[src/rtl/uart_pkg.sv]
// -----------------------------------------------------------------------------
// uart_pkg
//   Shared definitions for the UART RX controller slice: capture FSM state
//   encoding, host register addresses and STATUS/CTRL bit positions.
// -----------------------------------------------------------------------------
package uart_pkg;

    // Capture FSM: one push and one ack per character raised by the receiver.
    typedef enum logic [1:0] {
        ST_IDLE = 2'd0,
        ST_ACK  = 2'd1,
        ST_WAIT = 2'd2
    } cap_state_e;

    // Host register byte addresses.
    localparam logic [11:0] ADDR_RX_DATA = 12'h004;
    localparam logic [11:0] ADDR_STATUS  = 12'h008;
    localparam logic [11:0] ADDR_CTRL    = 12'h00C;

    // STATUS bit positions.
    localparam int STAT_EMPTY_BIT = 0;
    localparam int STAT_FULL_BIT  = 1;
    localparam int STAT_OVR_BIT   = 2;
    localparam int STAT_PERR_BIT  = 3;
    localparam int STAT_UNF_BIT   = 4;
    localparam int STAT_RTS_BIT   = 8;
    localparam int STAT_LEVEL_LSB = 16;

    // CTRL bit positions.
    localparam int CTRL_FLUSH_BIT  = 0;
    localparam int CTRL_IRQ_EN_BIT = 1;

endpackage

[src/rtl/uart_rx_ctrl_if.sv]
// -----------------------------------------------------------------------------
// uart_host_if
//   Host register bus between the CPU side and uart_rx_ctrl.
//   master : drives rd_en/raddr/wr_en/waddr/wdata, receives rdata.
//   slave  : the controller; receives strobes/addresses, returns rdata
//            (registered, valid the cycle after rd_en).
// -----------------------------------------------------------------------------
interface uart_host_if;
    logic        rd_en;
    logic [11:0] raddr;
    logic [31:0] rdata;
    logic        wr_en;
    logic [11:0] waddr;
    logic [31:0] wdata;

    modport master (
        output rd_en, raddr, wr_en, waddr, wdata,
        input  rdata
    );

    modport slave (
        input  rd_en, raddr, wr_en, waddr, wdata,
        output rdata
    );
endinterface

[src/rtl/uart_sync_fifo.sv]
// -----------------------------------------------------------------------------
// uart_sync_fifo
//   Single-clock FIFO with first-word-fall-through head.
//   Ports:
//     clk, rst_n       clock, asynchronous active-low reset
//     push_i, wdata_i  write request and data (ignored while full)
//     pop_i            read request (ignored while empty)
//     flush_i          empties the FIFO at the next edge; overrides push/pop
//     rdata_o          head entry, valid whenever empty_o=0
//     full_o, empty_o  occupancy flags
//     level_o          number of stored entries, 0..DEPTH
// -----------------------------------------------------------------------------
module uart_sync_fifo #(
    parameter int WIDTH = 9,
    parameter int DEPTH = 16
) (
    input  logic                     clk,
    input  logic                     rst_n,
    input  logic                     push_i,
    input  logic [WIDTH-1:0]         wdata_i,
    input  logic                     pop_i,
    input  logic                     flush_i,
    output logic [WIDTH-1:0]         rdata_o,
    output logic                     full_o,
    output logic                     empty_o,
    output logic [$clog2(DEPTH):0]   level_o
);
    localparam int AW = $clog2(DEPTH);
    localparam int LW = AW + 1;

    logic [WIDTH-1:0] mem_q [DEPTH];
    logic [AW-1:0]    wr_ptr_q;
    logic [AW-1:0]    rd_ptr_q;
    logic [LW-1:0]    level_q;
    logic             do_push;
    logic             do_pop;

    assign full_o  = (level_q == LW'(DEPTH));
    assign empty_o = (level_q == '0);
    assign level_o = level_q;
    assign rdata_o = mem_q[rd_ptr_q];

    // Occupancy is judged on the pre-edge state: a pop never frees a slot
    // for a push in the same cycle, and a push never feeds a same-cycle pop.
    assign do_push = push_i & ~full_o;
    assign do_pop  = pop_i & ~empty_o;

    // Pointers are AW bits wide, so increments wrap modulo DEPTH for free.
    always_ff @(posedge clk or negedge rst_n) begin
        if (!rst_n) begin
            wr_ptr_q <= '0;
            rd_ptr_q <= '0;
            level_q  <= '0;
        end else if (flush_i) begin
            wr_ptr_q <= '0;
            rd_ptr_q <= '0;
            level_q  <= '0;
        end else begin
            if (do_push) wr_ptr_q <= wr_ptr_q + AW'(1);
            if (do_pop)  rd_ptr_q <= rd_ptr_q + AW'(1);
            level_q <= level_q + LW'(do_push) - LW'(do_pop);
        end
    end

    // NOTE: storage has no reset; pointers and level alone define validity,
    // and leaving the array unreset lets it map onto RAM.
    always_ff @(posedge clk) begin
        if (do_push && !flush_i) begin
            mem_q[wr_ptr_q] <= wdata_i;
        end
    end

endmodule

[src/rtl/uart_rx_ctrl.sv]
// -----------------------------------------------------------------------------
// uart_rx_ctrl
//   Drains characters from the UART receiver core into an RX FIFO, serves
//   host reads, keeps sticky RX status, drives rts_n flow control with
//   hysteresis and raises a level/error interrupt.
//   Ports:
//     clk, rst_n   clock, asynchronous active-low reset
//     rx_done_i    receiver character-ready (level, held until acked)
//     rx_data_i    received character
//     rx_perr_i    parity error flag for that character
//     rx_ack_o     one-cycle pulse releasing the receiver's rx_done
//     host         register bus (slave side): RX_DATA 0x004, STATUS 0x008,
//                  CTRL 0x00C; rdata registered, valid the cycle after rd_en
//     rts_n        flow control to the remote sender, 1 = stop
//     irq          level interrupt
// -----------------------------------------------------------------------------
module uart_rx_ctrl
    import uart_pkg::*;
#(
    parameter int DEPTH   = 16,
    parameter int RTS_HI  = 12,
    parameter int RTS_LO  = 4,
    parameter int IRQ_LVL = 1
) (
    input  logic        clk,
    input  logic        rst_n,
    input  logic        rx_done_i,
    input  logic [7:0]  rx_data_i,
    input  logic        rx_perr_i,
    output logic        rx_ack_o,
    uart_host_if.slave  host,
    output logic        rts_n,
    output logic        irq
);
    localparam int LW = $clog2(DEPTH) + 1;
    localparam logic [LW-1:0] RTS_HI_LVL = LW'(RTS_HI);
    localparam logic [LW-1:0] RTS_LO_LVL = LW'(RTS_LO);
    localparam logic [LW-1:0] IRQ_LVL_L  = LW'(IRQ_LVL);

    // ---------------------------------------------------------------- state
    cap_state_e  state_q;
    logic        rx_ack_q;
    logic        ovr_q,    ovr_d;
    logic        perr_q,   perr_d;
    logic        unf_q,    unf_d;
    logic        irq_en_q, irq_en_d;
    logic        rts_q,    rts_d;
    logic        irq_q,    irq_d;
    logic [31:0] rdata_q,  rdata_d;

    // ---------------------------------------------------------------- decode
    logic        wr_status;
    logic        wr_ctrl;
    logic        rd_rx;
    logic        flush;
    logic        capture;
    logic        push_ok;
    logic        ovr_set;
    logic        perr_set;
    logic        unf_set;

    logic        fifo_full;
    logic        fifo_empty;
    logic [8:0]  fifo_head;
    logic [LW-1:0] fifo_level;

    logic [31:0] status_word;
    logic [31:0] ctrl_word;

    // Only bits [4:0] of a write carry meaning.
    logic        unused_wdata;
    assign unused_wdata = ^host.wdata[31:5];

    assign wr_status = host.wr_en & (host.waddr == ADDR_STATUS);
    assign wr_ctrl   = host.wr_en & (host.waddr == ADDR_CTRL);
    assign rd_rx     = host.rd_en & (host.raddr == ADDR_RX_DATA);
    assign flush     = wr_ctrl & host.wdata[CTRL_FLUSH_BIT];

    // A character is taken only on entry from IDLE; ACK/WAIT shield the
    // FIFO from a receiver flag that stays high past the ack.
    assign capture  = (state_q == ST_IDLE) & rx_done_i;
    assign push_ok  = capture & ~fifo_full & ~flush;
    // A flushed character is discarded on purpose, so it is not an overrun.
    assign ovr_set  = capture & fifo_full & ~flush;
    assign perr_set = push_ok & rx_perr_i;
    assign unf_set  = rd_rx & fifo_empty;

    // ---------------------------------------------------------------- FIFO
    uart_sync_fifo #(
        .WIDTH (9),
        .DEPTH (DEPTH)
    ) u_fifo (
        .clk     (clk),
        .rst_n   (rst_n),
        .push_i  (push_ok),
        .wdata_i ({rx_perr_i, rx_data_i}),
        .pop_i   (rd_rx & ~fifo_empty),
        .flush_i (flush),
        .rdata_o (fifo_head),
        .full_o  (fifo_full),
        .empty_o (fifo_empty),
        .level_o (fifo_level)
    );

    // ---------------------------------------------------------------- capture FSM
    // NOTE: sequential state uses non-blocking assignments so every flop
    // samples pre-edge values regardless of statement order.
    always_ff @(posedge clk or negedge rst_n) begin
        if (!rst_n) begin
            state_q  <= ST_IDLE;
            rx_ack_q <= 1'b0;
        end else begin
            case (state_q)
                ST_IDLE: begin
                    if (rx_done_i) begin
                        state_q  <= ST_ACK;
                        rx_ack_q <= 1'b1;
                    end
                end
                ST_ACK: begin
                    state_q  <= ST_WAIT;
                    rx_ack_q <= 1'b0;
                end
                ST_WAIT: begin
                    if (!rx_done_i) state_q <= ST_IDLE;
                end
                default: begin
                    state_q  <= ST_IDLE;
                    rx_ack_q <= 1'b0;
                end
            endcase
        end
    end

    assign rx_ack_o = rx_ack_q;

    // ---------------------------------------------------------------- next state
    // NOTE: every combinational output gets a default first so no path
    // leaves it unassigned and no latch is inferred.
    always_comb begin
        status_word                              = '0;
        status_word[STAT_EMPTY_BIT]              = fifo_empty;
        status_word[STAT_FULL_BIT]               = fifo_full;
        status_word[STAT_OVR_BIT]                = ovr_q;
        status_word[STAT_PERR_BIT]               = perr_q;
        status_word[STAT_UNF_BIT]                = unf_q;
        status_word[STAT_RTS_BIT]                = rts_q;
        status_word[STAT_LEVEL_LSB +: LW]        = fifo_level;

        // Flush reads back as 0: it is a strobe, not a stored bit.
        ctrl_word                                = '0;
        ctrl_word[CTRL_IRQ_EN_BIT]               = irq_en_q;

        rdata_d = rdata_q;
        if (host.rd_en) begin
            case (host.raddr)
                ADDR_RX_DATA: rdata_d = fifo_empty ? 32'd0 : {23'd0, fifo_head};
                ADDR_STATUS:  rdata_d = status_word;
                ADDR_CTRL:    rdata_d = ctrl_word;
                default:      rdata_d = 32'd0;
            endcase
        end

        // Write-1-to-clear, with a same-cycle set taking priority.
        ovr_d  = (ovr_q  & ~(wr_status & host.wdata[STAT_OVR_BIT]))  | ovr_set;
        perr_d = (perr_q & ~(wr_status & host.wdata[STAT_PERR_BIT])) | perr_set;
        unf_d  = (unf_q  & ~(wr_status & host.wdata[STAT_UNF_BIT]))  | unf_set;

        irq_en_d = wr_ctrl ? host.wdata[CTRL_IRQ_EN_BIT] : irq_en_q;

        // Hysteresis band: between the thresholds the previous value holds.
        rts_d = rts_q;
        if (fifo_level >= RTS_HI_LVL) begin
            rts_d = 1'b1;
        end else if (fifo_level <= RTS_LO_LVL) begin
            rts_d = 1'b0;
        end

        irq_d = irq_en_q & ((fifo_level >= IRQ_LVL_L) | ovr_q | perr_q);
    end

    // ---------------------------------------------------------------- registers
    always_ff @(posedge clk or negedge rst_n) begin
        if (!rst_n) begin
            ovr_q    <= 1'b0;
            perr_q   <= 1'b0;
            unf_q    <= 1'b0;
            irq_en_q <= 1'b1;
            rts_q    <= 1'b0;
            irq_q    <= 1'b0;
            rdata_q  <= 32'd0;
        end else begin
            ovr_q    <= ovr_d;
            perr_q   <= perr_d;
            unf_q    <= unf_d;
            irq_en_q <= irq_en_d;
            rts_q    <= rts_d;
            irq_q    <= irq_d;
            rdata_q  <= rdata_d;
        end
    end

    assign host.rdata = rdata_q;
    assign rts_n      = rts_q;
    assign irq        = irq_q;

endmodule
[src/flat_wrapper.sv]
// flat-port wrapper written by rule: the top's interface ports become plain ports
module uart_rx_ctrl_flat import uart_pkg::*;
#(
    parameter int DEPTH   = 16,
    parameter int RTS_HI  = 12,
    parameter int RTS_LO  = 4,
    parameter int IRQ_LVL = 1
)
  (clk, rst_n, rx_done_i, rx_data_i, rx_perr_i, rx_ack_o, rts_n, irq, host_rd_en, host_raddr, host_wr_en, host_waddr, host_wdata, host_rdata);
  uart_host_if host_i ();
  input  logic clk;
  input  logic rst_n;
  input  logic rx_done_i;
  input  logic [7:0] rx_data_i;
  input  logic rx_perr_i;
  output logic rx_ack_o;
  output logic rts_n;
  output logic irq;
  input wire logic [$bits(host_i.rd_en)-1:0] host_rd_en;
  input wire logic [$bits(host_i.raddr)-1:0] host_raddr;
  input wire logic [$bits(host_i.wr_en)-1:0] host_wr_en;
  input wire logic [$bits(host_i.waddr)-1:0] host_waddr;
  input wire logic [$bits(host_i.wdata)-1:0] host_wdata;
  output wire logic [$bits(host_i.rdata)-1:0] host_rdata;
  assign host_i.rd_en = host_rd_en;
  assign host_i.raddr = host_raddr;
  assign host_i.wr_en = host_wr_en;
  assign host_i.waddr = host_waddr;
  assign host_i.wdata = host_wdata;
  assign host_rdata = host_i.rdata;
  uart_rx_ctrl #(.DEPTH(DEPTH), .RTS_HI(RTS_HI), .RTS_LO(RTS_LO), .IRQ_LVL(IRQ_LVL)) u_core (.clk(clk), .rst_n(rst_n), .rx_done_i(rx_done_i), .rx_data_i(rx_data_i), .rx_perr_i(rx_perr_i), .rx_ack_o(rx_ack_o), .host(host_i), .rts_n(rts_n), .irq(irq));
endmodule
[config.mk]
export PLATFORM = sky130hd
export DESIGN_NAME = uart_rx_ctrl_flat
export DESIGN_NICKNAME = d
export VERILOG_FILES = /design/src/rtl/uart_pkg.sv /design/src/rtl/uart_rx_ctrl_if.sv /design/src/rtl/uart_sync_fifo.sv /design/src/rtl/uart_rx_ctrl.sv /design/src/flat_wrapper.sv
export SDC_FILE = /design/constraint.sdc
export NUM_CORES = 1
export LEC_CHECK = 0
export ABC_AREA = 1
export CORE_UTILIZATION = 56
export DETAILED_ROUTE_END_ITERATION = 10
export PLACE_DENSITY = 0.81
export SLEW_MARGIN = 20
export SYNTH_ARGS = -nofsm -noshare
export SYNTH_HDL_FRONTEND = slang
export SYNTH_HIERARCHICAL = 1
export SYNTH_SLANG_ARGS = --single-unit
[constraint.sdc]
create_clock -name clk -period 3.5 [get_ports clk]
set_input_delay 0.7 -clock clk [delete_from_list [all_inputs] [get_ports clk]]
set_output_delay 0.7 -clock clk [all_outputs]
set_load 0.005 [all_outputs]
=== Word level (Yosys, flattened, before mapping) ===
Memory sizes are Yosys's and may differ from the RTL's.
Index checks and enable logic that the tools add are counted.

* Add/sub/neg operators: 4
* Equal/unequal tests: 10
* Mux-type cells: 16
* Bitwise operators: 33
* Magnitude comparators: 3
* Reduce and logical (&&, ||, !) cells: 9

{| class="wikitable"
|+ Operator list
! kind !! number
|-
| case mux 32 bit (3 select lines) || 1
|-
| == test 12 x 4 -> 1 bit, second input constant || 4
|-
| AND 1 bit || 21
|-
| 2-to-1 mux 4 bit || 4
|-
| == test 12 x 3 -> 1 bit, second input constant || 1
|-
| 2-to-1 mux 9 bit || 1
|-
| adder 4 x 1 -> 4 bit, second input constant || 2
|-
| inverter 1 bit || 7
|-
| case mux 2 bit (3 select lines) || 1
|-
| nonzero test 2 bit || 3
|-
| adder 5 x 1 -> 5 bit || 1
|-
| == test 5 bit, second input constant || 1
|-
| greater-or-equal comparator 5 x 1 -> 1 bit, second input constant || 1
|-
| greater-or-equal comparator 5 x 4 -> 1 bit, second input constant || 1
|-
| <= comparator 5 x 3 -> 1 bit, second input constant || 1
|-
| logical NOT 5 bit || 1
|-
| 2-to-1 mux 1 bit || 5
|-
| 2-to-1 mux 5 bit || 1
|-
| bitwise OR 1 bit || 5
|-
| subtractor 5 x 1 -> 5 bit || 1
|-
| 2-to-1 mux 2 bit || 2
|-
| inequality test 2 bit, second input constant || 2
|-
| AND reduction 2 bit || 2
|-
| == test 2 x 1 -> 1 bit, second input constant || 1
|-
| other kinds (5) || 5
|}

* Output and inout port bits: 35
* Register bits: 54
* Memories kept: 1
* Bits of input ports: 70
* RAM bits: 144
* Logic and storage cells: 88

{| class="wikitable"
|+ Memories
! name !! words !! bits a word !! rd ports !! clocked after memory_dff !! wr ports !! RTL line !! text
|-
| u_core.u_fifo.mem_q || 16 || 9 || 1 || 0 || 1 || uart_sync_fifo.sv:31 || <nowiki>logic [WIDTH-1:0] mem_q [DEPTH];</nowiki>
|}

=== Longest topological paths before layout ===
Gate-level depths: netlist of run 1.

* Depth after elaboration: 9
* Gate-level depth with buffers: 17
* Gate-level depth less buffers: 17

=== Hierarchy ===
The synthesis of run 1 kept the hierarchy.

{| class="wikitable"
|+ Modules (own cells, without submodules)
! module !! area each (µm²) !! seq. area each (µm²) !! instances !! cells an instance
|-
| uart_sync_fifo || 6976.7 || 4649.5 || 1 || 704
|-
| uart_rx_ctrl || 1401.3 || 576.8 || 1 || 184
|}

=== Worst setup path after synthesis of run 1 ===
Ideal clock, no wire load.

* Path kind: in2reg
* Start: input host_raddr[7]
* End: register u_core.u_fifo.level_q[4] (netlist: u_core/u_fifo/level_o[4])
* Path slack: 694 ps
* Data arrival time: 2687 ps
* Setup time: 119 ps
* Required time: 3381 ps
* Path buffers: 0
* Stages: 16
* Cells stage by stage: nor2_1 -> nand2_2 -> nor2_8 -> nand2_4 -> nor3_4 -> nand2_1 -> inv_1 -> ha_1 -> inv_1 -> ha_1 -> inv_1 -> fa_1 -> inv_1 -> nand3_1 -> a21oi_1 -> nor2_1

* Longest elaborated chain between the ends: 6

{| class="wikitable"
|+ RTL lines
! what !! RTL line !! text
|-
| start: declaration || flat_wrapper.sv:20 || <nowiki>input wire logic [$bits(host_i.raddr)-1:0] host_raddr;</nowiki>
|-
| == test 12 x 3 -> 1 bit || uart_rx_ctrl.sv:76 || <nowiki>assign rd_rx = host.rd_en & (host.raddr == ADDR_RX_DATA);</nowiki>
|-
| AND 1 bit || uart_rx_ctrl.sv:76 ||
|-
| AND 1 bit || uart_rx_ctrl.sv:97 || <nowiki>.pop_i (rd_rx & ~fifo_empty),</nowiki>
|-
| AND 1 bit || uart_sync_fifo.sv:46 || <nowiki>assign do_pop = pop_i & ~empty_o;</nowiki>
|-
| subtractor 5 x 1 -> 5 bit || uart_sync_fifo.sv:61 || <nowiki>level_q <= level_q + LW'(do_push) - LW'(do_pop);</nowiki>
|-
| 2-to-1 mux 5 bit || uart_sync_fifo.sv:54 || <nowiki>end else if (flush_i) begin</nowiki>
|-
| end signal: assignment || uart_sync_fifo.sv:61 ||
|-
| end: declaration || uart_sync_fifo.sv:34 || <nowiki>logic [LW-1:0] level_q;</nowiki>
|}

Every way passes these cells.
A chain may end at the register's enable or synchronous reset.

=== Worst setup path in the final report of run 1 ===
* Start: register u_core.u_fifo.level_q[2] (netlist: u_core/u_fifo/level_o[2])
* End: register u_core.u_fifo.level_q[4] (netlist: u_core/u_fifo/level_o[4])

* Elaborated cells between the ends (all ways): 12
* Classes of those cells: add/sub: 2; eq/ne: 1; mux: 1; bitwise: 7; reduce/logical: 1

{| class="wikitable"
|+ RTL lines
! what !! RTL line !! text
|-
| logical NOT 5 bit (*) || uart_sync_fifo.sv:39 || <nowiki>assign empty_o = (level_q == '0);</nowiki>
|-
| named net u_core.fifo_empty || uart_rx_ctrl.sv:63 || <nowiki>logic fifo_empty;</nowiki>
|-
| inverter 1 bit (*) || uart_sync_fifo.sv:46, uart_rx_ctrl.sv:97 ||
|-
| AND 1 bit || uart_rx_ctrl.sv:97 ||
|-
| AND 1 bit (*) || uart_sync_fifo.sv:46 ||
|-
| subtractor 5 x 1 -> 5 bit (*) || uart_sync_fifo.sv:61 ||
|-
| 2-to-1 mux 5 bit (*) || uart_sync_fifo.sv:54 ||
|}

Mark *: on every way through the listed nets, which the timed path passes. The rest lies on a longest branch.

==> flow_summary.json, run 1 <==
{
  "synth_top_area_share": 0.516,
  "timing.fmax_mhz": 336,
  "fin_ws_ns": 0.525,
  "vias_per_cell": 5.28,
  "fillers": 1015,
  "run_status": "completed",
  "clkSlewWorstSetupHoldPaths_ns": 0.07,
  "p_per_area_nw_per_um2": 547,
  "syn_area_um2": 8380,
  "area_growth_pct": 16.2,
  "dr_wl_cell_um": 15.4,
  "critPathKind": "reg -> reg",
  "drc": 0,
  "ys_ff_latch": 180,
  "clkSinkCount": 180,
  "gp_routability_congestion": 0.808,
  "first_global_vias": 5676,
  "mostFrequentLayoutCell": "nand2_1",
  "initial_drt_markers": 638,
  "globalRoute.totalOverflow": 0,
  "standard_cell_rows": 44,
  "relSlewSlack": 0.366,
  "clock-skew-final_ns": 0.0140,
  "mostFrequentLayoutCells": "nand2_1, edfxtp_1, inv_1",
  "worstHoldPathType": "in -> async",
  "post_cts.resized_instances": 0,
  "clock_tree_from_tritoncts": "done",
  "ant_nets": 0,
  "dr_total_vias": 6086,
  "period_share": 0.850,
  "post_synth.cell_area_avg_um2": 9.43,
  "synth.top_cells.by_area": "edfxtp_1, nand2_1, dfrtp_1",
  "crit_path_start_kind": "flip-flop",
  "floorplan.die.height_um": 124,
  "postRouteWirelength_um": 17700,
  "dp_slack_ns": 0.184,
  "io_buffer_count": 59,
  "starting_density": 0.574,
  "worstPathArrival_ns": 3.30,
  "post_synth_num_cell_types": 33,
  "final-instance-count-excl-fill": 1153,
  "chipWidth_um": 124,
  "postCtsHoldBufs": 0,
  "diodes": 0,
  "global_route_wire_length_before_repair_um": 28400,
  "antenna_violations_before_repair": 0,
  "yosys_warnings": 6,
  "netlist_instances": 888,
  "crit_fanout": 6,
  "pin_count_of_the_biggest_net_entering_global_routing": 94,
  "clk_root_buffer_cell": "clkbuf_16",
  "report.final.slew_viol_count": 0,
  "finalHoldViolations": 0,
  "design.portCount": 105,
  "p_leak_nw": 4.27,
  "rsz0062_at_grt": "no",
  "global_route.usage.total": 0.242,
  "cts_made_buffers": 17,
  "clockBufferDepth": 2,
  "detailed_place_hpwl_um": 11200,
  "share_of_cells_above_drive_strength_1": 0.0681,
  "die_area_um2": 15500,
  "nets_finish": 1039,
  "insertion_delay_ns": 0.44,
  "cap_viol_max_count": 0,
  "core_area_um2": 14600,
  "fin_total_pwr_mw": 5.33,
  "finalSetupViolCount": 0,
  "synth_sequential_area_ratio": 0.624,
  "setup_total_negative_slack_ns": 0,
  "period_needed_ns": 2.98,
  "post-synth-top-area-cell": "edfxtp_1",
  "worst_hold_slack_ns": 0.365,
  "cts_setup_buffers": 0,
  "critPathRequiredTime_ns": 3.82,
  "h-tree-depth": 4,
  "place_inst": 1122,
  "dr.pass1.iters": 6,
  "worst_pin_slew_ns": 0.951,
  "vdd_drop_max_uv": 450,
  "endpoint_kind": "flip-flop"
}
## registers in the layout (all words and copies together), names as in the netlist
name / count
u_core/perr_q: 1
u_core/ovr_q: 1
u_core/host.rdata: 14
u_core/rx_ack_o: 1
u_core/u_fifo/level_o: 5
u_core/state_q: 2
u_core/unf_q: 1
u_core/irq_en_q: 1
u_core/rts_n: 1
u_core/irq: 1
u_core/u_fifo/rd_ptr_q: 4
u_core/u_fifo/wr_ptr_q: 4
u_core/u_fifo/mem_q: 144
## routing by layer
| metal | vias up | global-route usage | routed length (µm) |
|---|---|---|---|
| li1 | 2957 | - | - |
| met1 | 2805 | 0.315 | 7280 |
| met2 | 287 | 0.393 | 8640 |
| met3 | 37 | 0.0541 | 1440 |
| met4 | 0 | 0.0985 | 344 |
| met5 | - | 0 | 0 |
## critical path, cell delays in order, from the launching register on
cell and delay (ns):
dfrtp_1 0.48, inv_1 0.10, ha_1 0.23, nand4_1 0.20, inv_1 0.17, nor3_4 0.22, nand2_1 0.16, inv_1 0.09
ha_1 0.22, inv_1 0.06, ha_1 0.15, inv_1 0.05, fa_1 0.35, inv_1 0.09, nand3_1 0.09, a21oi_1 0.16
nor2_1 0.06
## per-stage QoR
step	area, µm²	util
5_1_grt	9740	0.667
3_3_place_gp	9130	0.626
3_5_place_dp	9130	0.626
4_1_cts	9740	0.667
6_report	9740	0.667
2_1_floorplan	8440	-
## cell families (layout without fill, tap and decap cells)
group	after synthesis	count (layout)	share of synthesized area
adder cells (fa/ha/maj)	12	12	0.0188
AO/OA/AOI/OAI	24	24	0.0158
AND/OR/NAND/NOR	521	521	0.259
XOR/XNOR	3	3	0.00314
buffers and inverters	147	211	0.0790
flip-flops	180	180	0.624
other	1	18	0.000448
## path summary, 6_finish.rpt
path                                               startpoint                               endpoint  slack (ns)  depth (start not counted)
hold reg to reg                 u_core/state_q[1]$_DFFE_PN0P_          u_core/state_q[1]$_DFFE_PN0P_        0.47                          1
hold / removal                                          rst_n          u_core/state_q[1]$_DFFE_PN0P_        0.37                          1
setup / recovery           u_core/u_fifo/level_o[2]$_DFF_PN0_     u_core/u_fifo/level_o[4]$_DFF_PN0_        0.52                         16
max in group asynchronous                               rst_n  u_core/u_fifo/rd_ptr_q[0]$_DFFE_PN0P_        2.56                          1
min in group clk                u_core/state_q[1]$_DFFE_PN0P_          u_core/state_q[1]$_DFFE_PN0P_        0.47                          1
setup reg to reg           u_core/u_fifo/level_o[2]$_DFF_PN0_     u_core/u_fifo/level_o[4]$_DFF_PN0_        0.52                         16
## final cells by class
cell class / instances / area (µm²) / share of cell area
clock buffers: 18 / 429 / 0.0441
clock inverters: 13 / 181 / 0.0186
inverters: 101 / 379 / 0.0389
multi-input cells: 578 / 2550 / 0.262
flip-flops and latches: 180 / 5230 / 0.537
well taps: 184 / 230 / 0.0236
repair buffers: 79 / 736 / 0.0756
## power breakdown
group | switching, mW | internal [mW] | leakage, nW
combinational | 0.479 | 0.284 | 2.22
clock | 0.776 | 1.19 | 0.290
sequential | 0.114 | 2.49 | 1.76
total | 1.37 | 3.96 | 4.27
## cell usage after synthesis
cell type,count
buf_6,2
nand2_1,317
nor2_2,4
nor2_4,2
edfxtp_1,144
o21ai_0,10
inv_2,4
nand4_1,7
nor3_4,2
nand2_2,2
ha_1,11
conb_1,1
nor3_1,1
clkbuf_1,5
nand3b_1,1
nand3_1,88
o31ai_1,4
o21ai_1,1
xor2_1,3
buf_4,20
clkinv_1,1
a21oi_1,8
buf_1,3
buf_2,16
dfstp_2,1
inv_1,96
and2_1,1
dfrtp_1,35
nor2_8,1
nor2_1,94
nand2_4,1
fa_1,1
a21boi_0,1
(Power assumes the default switching activity.)
==> run 2: changes to the inputs <==
--- a/config.mk
+++ b/config.mk
@@ -9,6 +9,7 @@
 export CORE_UTILIZATION = 56
 export DETAILED_ROUTE_END_ITERATION = 10
 export PLACE_DENSITY = 0.81
+export REMOVE_ABC_BUFFERS = 1
 export SLEW_MARGIN = 20
 export SYNTH_ARGS = -nofsm -noshare
 export SYNTH_HDL_FRONTEND = slang
==> flow_summary.json, run 2 (same netlist as run 1, synthesis figures left out) <==
{
  "worstHoldPathType": "in -> async",
  "dr_wl_cell_um": 15.4,
  "insertion_delay_ns": 0.44,
  "topRoutingLayerUsed": "met4",
  "worstPathArrival_ns": 3.30,
  "period_share": 0.848,
  "timing.fmax_mhz": 337,
  "crit_chain": "clkdlybuf4s50_1 > inv_1 > nand2_1 > nor3_4 > nand3_1 > nand2_1 > nor2_1 > nand2_1 > ha_1 > inv_1 > ha_1 > inv_1 > fa_1 > inv_1 > nand3_1 > a21oi_1 > nor2_1",
  "postRouteWirelength_um": 17900,
  "h-tree-depth": 4,
  "clkSinkCount": 180,
  "critPathRequiredTime_ns": 3.83,
  "global_route.usage.total": 0.248,
  "postCtsHoldBufs": 0,
  "antenna_violations_before_repair": 0,
  "diodes": 0,
  "design.portCount": 105,
  "mostFrequentLayoutCells": "nand2_1, edfxtp_1, inv_1",
  "area_growth_pct": 15.9,
  "crit_family": "simple AND/OR/NAND/NOR gates",
  "run_status": "completed",
  "share_of_cells_above_drive_strength_1": 0.0739,
  "dp_slack_ns": 0.179,
  "p_per_area_nw_per_um2": 534,
  "report.final.slew_viol_count": 0,
  "vias_per_cell": 5.17,
  "cp_common_cell": "inv_1",
  "floorplan.die.height_um": 124,
  "die_area_um2": 15500,
  "detailed_place_hpwl_um": 11400,
  "clock_tree_from_tritoncts": "done",
  "dr_total_vias": 5988,
  "vdd_drop_max_uv": 388,
  "finalHoldViolations": 0,
  "initial_drt_markers": 487,
  "critPathKind": "in -> reg",
  "worst_pin_slew_ns": 0.956,
  "nets_finish": 1043,
  "chipWidth_um": 124,
  "gp_routability_congestion": 0.782,
  "globalRoute.totalOverflow": 0,
  "largest_register_ffs": 144,
  "cts_setup_buffers": 0,
  "met1_length_um": 7250,
  "endpoint_kind": "flip-flop",
  "cts_made_buffers": 17,
  "p_leak_nw": 4.27,
  "standard_cell_rows": 44,
  "clkSlewWorstSetupHoldPaths_ns": 0.07,
  "largest_register": "u_core/u_fifo/mem_q",
  "ant_nets": 0,
  "mostFrequentLayoutCell": "nand2_1",
  "critPathBufInv": 5,
  "post_cts.resized_instances": 0,
  "starting_density": 0.574,
  "clk_root_buffer_cell": "clkbuf_16",
  "max_stage_delay_ns": 0.40,
  "met2_length_um": 8790,
  "drc": 0,
  "crit_fanout": 6,
  "io_buffer_count": 59,
  "rsz0062_at_grt": "no",
  "clock-skew-final_ns": 0.00836,
  "relSlewSlack": 0.363,
  "global_route_wire_length_before_repair_um": 28900,
  "cap_viol_max_count": 0,
  "fin_ws_ns": 0.530,
  "pin_count_of_the_biggest_net_entering_global_routing": 94,
  "finalSetupViolCount": 0,
  "core_area_um2": 14600,
  "crit_path_top_delay_cell": "clkdlybuf4s50_1",
  "detailroute.wirelength.met3_um": 1480,
  "finish.utilization": 0.666,
  "first_global_vias": 5774,
  "crit_path_start_kind": "input port",
  "period_needed_ns": 2.97,
  "clockBufferDepth": 2,
  "dr.pass1.iters": 5
}
-- run 2: cell count changes in the layout (fill, tap and decap cells not counted), sizes merged --
cell | before | now
buf | 21 | 25
bufinv | 4 | 1
inv | 103 | 105
clkbuf | 18 | 19
clkinvlp | 2 | 3
-- run 2: area by class of cell --
class                   instances  area [µm²]
clock buffers                  19         433
clock inverters                13         124
fillers                      1088        4880
inverters                     101         379
multi-input cells             578        2550
flip-flops and latches        180        5230
well taps                     184         230
repair buffers                 83         766
-- run 2: path summary, 6_finish.rpt --
path                                                         end  slack [ns]  depth (start not counted)                               start
setup / recovery              u_core/u_fifo/level_o[4]$_DFF_PN0_        0.53                         17                       host_waddr[8]
hold / removal                u_core/u_fifo/level_o[4]$_DFF_PN0_        0.35                          1                               rst_n
setup reg to reg              u_core/u_fifo/level_o[4]$_DFF_PN0_        0.54                         16  u_core/u_fifo/level_o[2]$_DFF_PN0_
hold reg to reg                      u_core/irq_en_q$_DFFE_PN1P_        0.48                          2         u_core/irq_en_q$_DFFE_PN1P_
max in group asynchronous  u_core/u_fifo/rd_ptr_q[0]$_DFFE_PN0P_        2.59                          1                               rst_n
min in group clk                     u_core/irq_en_q$_DFFE_PN1P_        0.48                          2         u_core/irq_en_q$_DFFE_PN1P_
-- run 2: stage by stage --
stage / cell area (µm²) / std cells / total power [mW] / setup TNS [ns] / hold slack [ns]
2_1_floorplan: 8160 / 859 / 3.11 / -0.573 / 0.404
3_5_place_dp: 9160 / 1126 / 3.41 / 0 / 0.468
4_1_cts: 9710 / 1158 / 5.20 / 0 / 0.370
5_1_grt: 9710 / 1158 / 5.43 / 0 / 0.409
3_3_place_gp: 9160 / 1126 / 3.37 / 0 / 0.457
6_report: 9710 / 1158 / 5.19 / 0 / 0.347
-- run 2: power breakdown --
| part | switching (mW) | leakage [nW] | internal, mW |
|---|---|---|---|
| Sequential | 0.116 | 1.76 | 2.49 |
| Clock | 0.813 | 0.267 | 0.990 |
| Combinational | 0.493 | 2.25 | 0.291 |
| Total | 1.42 | 4.27 | 3.77 |
-- run 2: layer usage --
layer | track usage | vias to the layer above
met5 | 0 | -
met4 | 0.112 | 0
met3 | 0.0601 | 34
met2 | 0.399 | 266
met1 | 0.320 | 2728
li1 | - | 2960
==> run 3: changes to the inputs <==
==> constraint.sdc (replaced) <==
create_clock -name clk -period 3.1 [get_ports clk]
set_input_delay 0.62 -clock clk [delete_from_list [all_inputs] [get_ports clk]]
set_output_delay 0.62 -clock clk [all_outputs]
set_load 0.005 [all_outputs]
==> flow_summary.json, run 3 (same netlist as run 1, synthesis figures left out) <==
{
  "run_status": "completed",
  "area_growth_pct": 17.7,
  "fillers": 1091,
  "postCtsHoldBufs": 0,
  "p_per_area_nw_per_um2": 618,
  "worstHoldPathType": "in -> async",
  "mostFrequentLayoutCells": "nand2_1, edfxtp_1, inv_1",
  "vdd_drop_max_uv": 441,
  "place_inst": 1135,
  "ant_nets": 0,
  "largest_register_ffs": 144,
  "io_buffer_count": 59,
  "report.final.slew_viol_count": 0,
  "relSlewSlack": 0.370,
  "largest_register": "u_core/u_fifo/mem_q",
  "global_route_wire_length_before_repair_um": 29000,
  "finish.utilization": 0.676,
  "drc": 0,
  "gp_routability_congestion": 0.864,
  "first_global_vias": 5868,
  "reg2reg_slack_ns": 0.28,
  "post_cts.resized_instances": 0,
  "cap_viol_max_count": 0,
  "timing.fmax_mhz": 354,
  "insertion_delay_ns": 0.43,
  "dr.pass1.iters": 5,
  "dp_slack_ns": -0.0644,
  "global_route.usage.total": 0.248,
  "rsz0062_at_grt": "no",
  "clock_tree_from_tritoncts": "done",
  "antenna_violations_before_repair": 0,
  "fin_ws_ns": 0.279,
  "die_area_um2": 15500,
  "vias_per_cell": 5.21,
  "pin_count_of_the_biggest_net_entering_global_routing": 94,
  "finalHoldViolations": 0,
  "crit_path_start_kind": "flip-flop",
  "clockBufferDepth": 2,
  "clkSlewWorstSetupHoldPaths_ns": 0.07,
  "clock-skew-final_ns": 0.00888,
  "standard_cell_rows": 44,
  "core_area_um2": 14600,
  "r2r-start": "u_core/u_fifo/level_o[2]$_DFF_PN0_",
  "met1_length_um": 7160,
  "p_leak_nw": 4.36,
  "h-tree-depth": 4,
  "endpoint_kind": "flip-flop",
  "dr_total_vias": 6079,
  "starting_density": 0.574,
  "period_share": 0.910,
  "worst_pin_slew_ns": 0.945,
  "critPathRequiredTime_ns": 3.42,
  "worst-r2r-cell-count": 16,
  "initial_drt_markers": 488,
  "postRouteWirelength_um": 18200,
  "clk_root_buffer_cell": "clkbuf_16",
  "finalSetupViolCount": 0,
  "detailed_place_hpwl_um": 11700,
  "design.portCount": 105,
  "crit_fanout": 6,
  "critPathKind": "reg -> reg",
  "detailroute.wirelength.met3_um": 1510,
  "share_of_cells_above_drive_strength_1": 0.0834,
  "topRoutingLayerUsed": "met4",
  "period_needed_ns": 2.82,
  "final-instance-count-excl-fill": 1167,
  "setup_total_negative_slack_ns": 0,
  "floorplan.die.height_um": 124,
  "cts_setup_buffers": 0,
  "diodes": 0,
  "clkSinkCount": 180,
  "worstPathArrival_ns": 3.15,
  "mostFrequentLayoutCell": "nand2_1",
  "rr_endpoint": "u_core/u_fifo/level_o[4]$_DFF_PN0_",
  "dr_wl_cell_um": 15.6,
  "globalRoute.totalOverflow": 0,
  "nets_finish": 1052,
  "cts_made_buffers": 17,
  "met2_length_um": 9120,
  "chipWidth_um": 124
}
## run 3: cell count changes in the layout (fill, tap and decap cells not counted), sizes merged
cell,delta
buf,+9
bufinv,+3
clkbuf,-2
clkinvlp,-2
inv,+1
## run 3: area by class of cell
class / instances / area, µm² / area share
flip-flops and latches: 180 / 5230 / 0.530
multi-input cells: 578 / 2550 / 0.259
well taps: 184 / 230 / 0.0234
inverters: 101 / 379 / 0.0385
clock buffers: 17 / 425 / 0.0431
repair buffers: 92 / 846 / 0.0858
clock inverters: 15 / 198 / 0.0201
## run 3: worst max-delay path by stage
stage	start	endpoint	slack [ns]	cells after the start
CTS	u_core/u_fifo/level_o[2]$_DFF_PN0_	u_core/u_fifo/level_o[4]$_DFF_PN0_	0.25	16
global route	u_core/u_fifo/level_o[2]$_DFF_PN0_	u_core/u_fifo/level_o[4]$_DFF_PN0_	0.0005	16
floorplan	u_core/u_fifo/rd_ptr_q[0]$_DFFE_PN0P_	u_core/host.rdata[1]$_DFFE_PN0P_	-0.57	13
detailed placement	host_raddr[10]	u_core/u_fifo/level_o[4]$_DFF_PN0_	-0.06	17
finish	u_core/u_fifo/level_o[2]$_DFF_PN0_	u_core/u_fifo/level_o[4]$_DFF_PN0_	0.28	16
global placement	host_raddr[9]	u_core/u_fifo/level_o[4]$_DFF_PN0_	0.01	17
## run 3: per-stage QoR
step	power, mW	hold WS (ns)	area [µm²]
2_1_floorplan	3.51	0.324	8160
3_3_place_gp	3.81	0.457	9240
3_5_place_dp	3.86	0.469	9240
4_1_cts	6.11	0.291	9860
5_1_grt	6.37	0.333	9860
6_report	6.09	0.274	9860
## run 3: layer usage
| metal | global-route usage | vias up |
|---|---|---|
| met5 | 0 | - |
| met4 | 0.0964 | 0 |
| met3 | 0.0601 | 31 |
| met2 | 0.418 | 275 |
| met1 | 0.308 | 2793 |
| li1 | - | 2980 |
## run 3: worst max-delay path: stages (launching register included)
cell and delay (ns):
dfrtp_1 0.47, inv_1 0.10, ha_1 0.22, nand4_1 0.14
inv_1 0.13, nor3_4 0.22, nand2_1 0.09, inv_1 0.06
ha_1 0.22, inv_1 0.06, ha_1 0.15, inv_1 0.05
fa_1 0.36, inv_1 0.10, nand3_1 0.10, a21oi_1 0.18
nor2_1 0.06
## run 3: power breakdown
group	switching (mW)	leakage, nW	internal (mW)
Combinational	0.549	2.30	0.334
Clock	0.915	0.306	1.36
Sequential	0.132	1.76	2.81
